**config.mk**
```make
export PLATFORM = sky130hd
export DESIGN_NAME = sysid_info_regs
export DESIGN_NICKNAME = d
export VERILOG_FILES = /design/src/rtl/sysid_pkg.sv /design/src/rtl/sysid_uptime_counter.sv /design/src/rtl/sysid_info_regs.sv
export SDC_FILE = /design/constraint.sdc
export NUM_CORES = 1
export LEC_CHECK = 0
export BUFFER_PORTS_ARGS = -buffer_cell sky130_fd_sc_hd__buf_2
export CORE_MARGIN = 2
export CORE_UTILIZATION = 37
export DETAILED_ROUTE_END_ITERATION = 12
export PLACE_DENSITY_LB_ADDON = 0.2
export REMOVE_ABC_BUFFERS = 1
export SKIP_LAST_GASP = 1
export SYNTH_ARGS = -nofsm -noshare
export SYNTH_HDL_FRONTEND = slang
export SYNTH_SLANG_ARGS = --single-unit
```
**constraint.sdc**
```tcl
create_clock -name clock -period 3.1 [get_ports clock]
set_input_delay 0.62 -clock clock [delete_from_list [all_inputs] [get_ports clock]]
set_output_delay 0.62 -clock clock [all_outputs]
set_load 0.005 [all_outputs]
```
**src/rtl/sysid_pkg.sv**
```systemverilog
// -----------------------------------------------------------------------------
// sysid_pkg
// Shared definitions for the system-ID / info register block: data width,
// register word offsets, CONTROL bit positions and a byte-lane merge helper.
// -----------------------------------------------------------------------------
package sysid_pkg;

    localparam int DATA_W = 32;
    localparam int BE_W   = DATA_W / 8;

    typedef logic [DATA_W-1:0] word_t;

    // Register word offsets
    localparam int unsigned OFS_ID          = 32'd0;
    localparam int unsigned OFS_TIMESTAMP   = 32'd1;
    localparam int unsigned OFS_UPTIME_LO   = 32'd2;
    localparam int unsigned OFS_UPTIME_HI   = 32'd3;
    localparam int unsigned OFS_CONTROL     = 32'd4;
    localparam int unsigned OFS_PARAM       = 32'd5;
    localparam int unsigned OFS_SCRATCH     = 32'd8;

    // CONTROL bit indices
    localparam int CTRL_EN_BIT  = 0;
    localparam int CTRL_CLR_BIT = 1;

    // Replace only the byte lanes whose enable bit is set.
    function automatic word_t merge_bytes(input word_t old_w,
                                          input word_t new_w,
                                          input logic [BE_W-1:0] be);
        word_t res;
        for (int b = 0; b < BE_W; b++) begin
            res[8*b +: 8] = be[b] ? new_w[8*b +: 8] : old_w[8*b +: 8];
        end
        return res;
    endfunction

endpackage

```
**src/rtl/sysid_uptime_counter.sv**
```systemverilog
// -----------------------------------------------------------------------------
// sysid_uptime_counter
// 64-bit free-running uptime counter with a high-word snapshot register.
// Reading the low word (snap) captures the high word on the same edge so a
// LO-then-HI read pair yields a coherent 64-bit value.
//
// Ports
//   clock    in   rising-edge clock
//   reset    in   synchronous active-high reset (count and snapshot -> 0)
//   en       in   increment enable
//   clr      in   zero count and snapshot; has priority over en and snap
//   snap     in   latch count[63:32] into the snapshot register
//   count_lo out  count[31:0] (live)
//   snap_hi  out  snapshot of count[63:32]
// -----------------------------------------------------------------------------
module sysid_uptime_counter (
    input  logic        clock,
    input  logic        reset,
    input  logic        en,
    input  logic        clr,
    input  logic        snap,
    output logic [31:0] count_lo,
    output logic [31:0] snap_hi
);

    logic [63:0] count;
    logic [31:0] hi_snap;

    // NOTE: sequential state uses non-blocking assignments so every register
    // samples pre-edge values; count[63:32] here is the value before increment.
    always_ff @(posedge clock) begin
        if (reset) begin
            count   <= '0;
            hi_snap <= '0;
        end else if (clr) begin
            count   <= '0;
            hi_snap <= '0;
        end else begin
            if (en) begin
                count <= count + 64'd1;  // wraps silently at 2**64-1
            end
            if (snap) begin
                hi_snap <= count[63:32];
            end
        end
    end

    assign count_lo = count[31:0];
    assign snap_hi  = hi_snap;

endmodule

```
**src/rtl/sysid_info_regs.sv**
```systemverilog
// -----------------------------------------------------------------------------
// sysid_info_regs
// Avalon-MM slave exposing system identification, build timestamp, a 64-bit
// uptime counter, a CONTROL register and NUM_SCRATCH read/write scratch words.
// No waitrequest; fixed read latency of one cycle.
//
// Map (word offsets)
//   0 ID (RO)  1 TIMESTAMP (RO)  2 UPTIME_LO (RO, snapshots high word)
//   3 UPTIME_HI_SNAP (RO)  4 CONTROL (RW: [0] EN, [1] CLR self-clearing)
//   5 PARAM (RO)  6-7 reserved  8.. SCRATCH (RW)
//
// Ports
//   clock          in   rising-edge clock
//   reset          in   synchronous active-high reset
//   address        in   word address [ADDR_W-1:0]
//   read           in   read request
//   write          in   write request
//   writedata      in   write data [31:0]
//   byteenable     in   per-byte write enable [3:0]
//   readdata       out  registered read data [31:0]
//   readdatavalid  out  one-cycle pulse qualifying readdata
// -----------------------------------------------------------------------------
module sysid_info_regs
    import sysid_pkg::*;
#(
    parameter logic [31:0] SYSTEM_ID       = 32'h0000_0000,
    parameter logic [31:0] BUILD_TIMESTAMP = 32'd1447815554,
    parameter int          NUM_SCRATCH     = 4,
    parameter int          ADDR_W          = 4
) (
    input  logic              clock,
    input  logic              reset,
    input  logic [ADDR_W-1:0] address,
    input  logic              read,
    input  logic              write,
    input  logic [31:0]       writedata,
    input  logic [3:0]        byteenable,
    output logic [31:0]       readdata,
    output logic              readdatavalid
);

    logic [31:0] addr_ext;
    word_t       scratch [NUM_SCRATCH];
    logic        ctrl_en;
    logic        ctrl_wr;
    logic        clr_pulse;
    logic        snap_req;
    logic [31:0] uptime_lo;
    logic [31:0] uptime_hi_snap;
    word_t       rd_word;

    assign addr_ext = 32'(address);

    // CLR lives in byte lane 0, so it only fires when that lane is enabled.
    assign ctrl_wr   = write && (addr_ext == OFS_CONTROL);
    assign clr_pulse = ctrl_wr && byteenable[0] && writedata[CTRL_CLR_BIT];
    assign snap_req  = read && (addr_ext == OFS_UPTIME_LO);

    sysid_uptime_counter u_uptime (
        .clock    (clock),
        .reset    (reset),
        .en       (ctrl_en),
        .clr      (clr_pulse),
        .snap     (snap_req),
        .count_lo (uptime_lo),
        .snap_hi  (uptime_hi_snap)
    );

    // Read mux works on pre-edge state, so a same-cycle write or CLR is not
    // visible in the returned word.
    // NOTE: rd_word gets a default before the case/loop so no path leaves it
    // unassigned, which would otherwise infer a latch.
    always_comb begin
        rd_word = '0;
        case (addr_ext)
            OFS_ID:        rd_word = SYSTEM_ID;
            OFS_TIMESTAMP: rd_word = BUILD_TIMESTAMP;
            OFS_UPTIME_LO: rd_word = uptime_lo;
            OFS_UPTIME_HI: rd_word = uptime_hi_snap;
            OFS_CONTROL:   rd_word = {30'b0, 1'b0, ctrl_en};  // CLR reads 0
            OFS_PARAM:     rd_word = {24'b0, 8'(NUM_SCRATCH)};
            default:       rd_word = '0;
        endcase
        for (int i = 0; i < NUM_SCRATCH; i++) begin
            if (addr_ext == OFS_SCRATCH + 32'(i)) begin
                rd_word = scratch[i];
            end
        end
    end

    // NOTE: the scratch words are a handful of flops, not a RAM, and must
    // read 0 after reset, so they are reset explicitly in a loop.
    always_ff @(posedge clock) begin
        if (reset) begin
            readdata      <= '0;
            readdatavalid <= 1'b0;
            ctrl_en       <= 1'b1;
            for (int i = 0; i < NUM_SCRATCH; i++) begin
                scratch[i] <= '0;
            end
        end else begin
            readdatavalid <= read;
            if (read) begin
                readdata <= rd_word;
            end
            if (ctrl_wr && byteenable[0]) begin
                ctrl_en <= writedata[CTRL_EN_BIT];
            end
            for (int i = 0; i < NUM_SCRATCH; i++) begin
                if (write && (addr_ext == OFS_SCRATCH + 32'(i))) begin
                    scratch[i] <= merge_bytes(scratch[i], writedata, byteenable);
                end
            end
        end
    end

endmodule

```
* After elaboration in Yosys (flattened, before gate mapping)
Memories as Yosys holds them, arrays and structs flattened.
Index checks and enable logic that the tools add are counted.
** Storage, ports and cells
- Register bits :: 130
- Output and inout bits :: 33
- Input bits :: 44
- Bits in writable memories :: 128
- Word-level logic and storage cells :: 68
- Memories :: 1
** Cells by class
- Reductions and logical operators :: 9
- Muxes and demuxes :: 39
- Bitwise logic cells :: 4
- Equality and inequality tests :: 9
- Add/subtract/negate cells :: 1
** Memory list
- scratch :: words 4, bits a word 32, read ports 4, clocked after memory_dff 0, wr ports 4, line sysid_info_regs.sv:43 : word_t scratch [NUM_SCRATCH];
** Operators with widths (number)
- $mux W32 :: 8
- $pmux W32 S5 :: 1
- $mux W8 :: 16
- $add A64 B1 Y64 const B :: 1
- $eq A4 B4 Y1 const B :: 4
- $mux W1 :: 14
- $eq A4 B2 Y1 const B :: 2
- $eq A4 B3 Y1 const B :: 2
- $logic_and A1 B1 Y1 :: 8
- $eq A4 B1 Y1 const B :: 1
- $or A1 B1 Y1 :: 4
- $reduce_or A2 Y1 :: 1

* Depth between registers and ports, before layout
- Word-level depth :: 6
- Gate-level depth with buffers :: 8
- Mapped depth without buffers :: 6

* By module
From an unflattened synthesis, not the netlist that was laid out.
** Unflattened totals
- Cells, all modules :: 1218
- Area total of the unflattened synthesis :: 12436.9 um^2
** By module, submodules not included
- sysid_info_regs :: cells an instance 692, area an instance 7870.0 um^2, times used 1, sequential area each 4524.3 um^2
- sysid_uptime_counter :: cells an instance 526, area an instance 4566.9 um^2, times used 1, sequential area each 1921.8 um^2

* Least setup slack after synthesis
OpenSTA, ideal clock, no wires.
- Path type :: in2reg
- Start :: input port address[2]
- End :: register u_uptime.count[10]
- Path buffers :: 4
- Slack :: 0.745 ns
- Data arrival time :: 2.227 ns
- Setup time :: 0.128 ns
- Cell stages on the path :: 7
- Required time :: 2.972 ns
- Cells stage by stage :: clkbuf_1 nor4b_1 a31o_2 clkbuf_1 clkbuf_1 buf_1 nor2_1
** Between the ends
- Word-level cells in the longest chain between the ends :: 5
** Ends and longest elaborated chain
- start, declared :: line sysid_info_regs.sv:33 : input logic [ADDR_W-1:0] address,
- $eq A4 B3 Y1 :: line sysid_info_regs.sv:55 : assign ctrl_wr = write && (addr_ext == OFS_CONTROL);
- $logic_and A1 B1 Y1 :: line sysid_info_regs.sv:55
- $logic_and A1 B1 Y1 (2 in a row) :: line sysid_info_regs.sv:56 : assign clr_pulse = ctrl_wr && byteenable[0] && writedata[CTRL_CLR_BIT];
- $reduce_or A2 Y1 (no source line)
- end signal, assigned :: line sysid_uptime_counter.sv:40 : count <= count + 64'd1;
- end, declared :: line sysid_uptime_counter.sv:26 : logic [63:0] count;
No other way between the ends.
A chain may end at the register's enable or synchronous reset.

* Final worst setup path
- Start :: register u_uptime.count[8]
- End :: register u_uptime.count[63]
** Between the ends
- Word-level cells in the longest chain between the ends :: 1
** Ends and longest elaborated chain (line)
- $add A64 B1 Y64 :: sysid_uptime_counter.sv:40
No other way between the ends.

==> out/results.ini <==
[status]
status = complete, no violations

[grt]
grt_pass1_wl_um = 48300
grt.overflow.total = 0
antenna_found_initial = 0
grt_use_total = 0.182
grt_max_degree = 97
grt_pass1_vias = 8652

[timing]
timing.hold.ws_ns = 0.392
hold_viol = 0
period_minus_slack_ns = 2.54
fmax_mhz = 393
fin_crit_sh = 0.820
skew_ns = 0.0112
setup_viol = 0
tightest_slew_ns = 0.652
slew_headroom = 0.562
final-max-slew-violation-count = 0
rsz0062_at_grt = false

[synth]
synthCells = 1213
synth_cell_types = 49
syn_avg_cell_area_um2 = 9.68
yosys.area.top_type = edfxtp_1
syn_area_um2 = 11700
synth_edf_count = 128
yosysTopAreaCellShare = 0.327
ys_ff_latch = 258
synthTopCellsByArea = edfxtp_1 (33%), dfxtp_1 (22%), and2_1 (8.6%)
ys.flop_type = dfxtp_1
postSynth.asyncResetShare = 0
ys_seq_area_frac = 0.549
ys_warn_count = 0

[pwr]
peakVddDrop_uv = 440
power_mw = 7.64
power.leakage_nw = 4.78
powerDensity_nw_per_um2 = 560

[route]
drtIter0Drc = 559
vias = 8955
final_antenna_net_count = 0
drtPass1Iterations = 5
wire_per_inst_um = 18.1
routed_wl_um = 30600
drc = 0
viasPerCell = 5.28

[clocking]
numClockSinks = 258
cts_buffer_depth = 3
clkTransAtPathRegs_ns = 0.06
post-cts-setup-buffer-count = 0
clk_latency_ns = 0.55
numCtsBuffers = 30
cts_max_level = 1
holdBufCountCts = 0
cts_tree = yes
cts_resized = 0
cts_root_buffer = clkbuf_16

[floorplanning]
core_um2 = 31400
ios = 77
start_util = 0.374
num_rows = 65
die_x_um = 182
die_area_um2 = 33200
die-height_um = 182

[layout]
diodes = 0
nets = 1314
stdcell_count = 1695
area_growth_pct = 16.1
layout-drive-gt1-share = 0.126
final_util = 0.434

[job]
drv_cap = 0

[place]
port_buffers = 76
place_inst = 1639
hpwl_um = 20200
gp_congestion = 0.811

[worst_setup_path]
end_kind = register
start_kind = register
path_max_fanout = 21
crit_type = register to register
worstPathArrival_ns = 3.01
r2r_setup_slack_ns = 0.56
worst_ep_required_time_ns = 3.56

[min_path]
hp-class = input port to register

[per-stage QoR]
step | area [um2] | TNS, ns | setup WS [ns]
2_1_floorplan | 11400 | -13.93 | -0.314
3_3_place_gp | 12700 | 0 | 0.593
3_5_place_dp | 12700 | 0 | 0.560
4_1_cts | 13600 | 0 | 0.557
5_1_grt | 13600 | 0 | 0.404
6_report | 13600 | 0 | 0.557
[sequential cells by signal (all words and copies together), names as in the netlist]
| register | count |
|---|---|
| scratch | 128 |
| u_uptime.count | 64 |
| readdata | 32 |
| u_uptime.snap_hi | 32 |
| ctrl_en | 1 |
| readdatavalid | 1 |
[per-layer routing]
layer / vias up / track usage / wire length, um
met5: - / 0 / 0
met4: 0 / 0.0481 / 715
met3: 50 / 0.0212 / 871
met2: 143 / 0.315 / 14900
met1: 4303 / 0.243 / 14100
li1: 4459 / - / -
[Yosys cell counts, types with 19 or more instances]
cell      instances
o21ai_0          55
nand2_1         135
dfxtp_1         130
a21oi_1          80
nor2_1          105
and2_1          162
a211o_1          32
nor2b_1          19
edfxtp_1        128
nand4_1          29
a31oi_1          32
or3_1            23
clkbuf_1         77
[worst paths after layout]
path / start / end / depth (start not counted)
setup / recovery: u_uptime.count[8] / u_uptime.count[63] / 5
hold reg to reg: u_uptime.snap_hi[12] / u_uptime.snap_hi[12] / 2
setup reg to reg: u_uptime.count[8] / u_uptime.count[63] / 5
hold / removal: writedata[16] / scratch[1][16] / 2
[cell families (layout without fill, tap and decap cells)]
logic type	after synthesis	in the layout	synth area share
adder cells (fa/ha/maj)	1	1	0.00107
multiplexers	3	3	0.00256
buffers and inverters	95	175	0.0311
XOR/XNOR	32	32	0.0239
AO/OA/AOI/OAI	275	275	0.149
AND/OR/NAND/NOR	549	549	0.243
flip-flops	258	258	0.549
[layout make-up]
class | instances | area [um2]
Inverter | 9 | 33.8
Clock buffer | 46 | 853
Fill cell | 3087 | 17800
Clock inverter | 10 | 108
Sequential cell | 258 | 6450
Timing Repair Buffer | 110 | 711
Tap cell | 402 | 503
Multi-Input combinational cell | 860 | 4970
[cell usage in the layout, fill, tap and decap left out, types with 3 or more instances in the layout]
| cell | instances |
|---|---|
| inv_1 | 8 |
| buf_12 | 6 |
| a211o_1 | 32 |
| nor4_1 | 8 |
| nand4_1 | 29 |
| xnor2_1 | 16 |
| buf_2 | 76 |
| clkbuf_16 | 32 |
| nand3_1 | 18 |
| nor2b_1 | 19 |
| edfxtp_1 | 128 |
| a221oi_1 | 15 |
| dfxtp_1 | 130 |
| and3_1 | 10 |
| o2bb2ai_1 | 15 |
| a21o_1 | 14 |
| and2_1 | 162 |
| and4_1 | 8 |
| nor2_1 | 103 |
| or4_1 | 8 |
| buf_4 | 28 |
| a31oi_1 | 32 |
| clkbuf_1 | 14 |
| o21ai_0 | 55 |
| mux2i_1 | 3 |
| or3_1 | 23 |
| a21oi_1 | 80 |
| o31ai_1 | 7 |
| clkinv_2 | 5 |
| xor2_1 | 16 |
| o22ai_1 | 17 |
| nand2_1 | 135 |
| nor3_1 | 8 |
[report_power, final]
group | leakage (nW) | internal, mW | switching (mW)
Clock | 0.466 | 2.06 | 1.41
Sequential | 2.27 | 3.70 | 0.0434
Combinational | 2.04 | 0.143 | 0.272
[worst max-delay path, cell delays in order, from the launching register on]
cell	delay, ns
dfxtp_1	0.43
and4_1	0.32
nand4_1	0.26
or4_4	0.73
or4_1	0.53
a21oi_1	0.18
(Power assumes the default switching activity.)
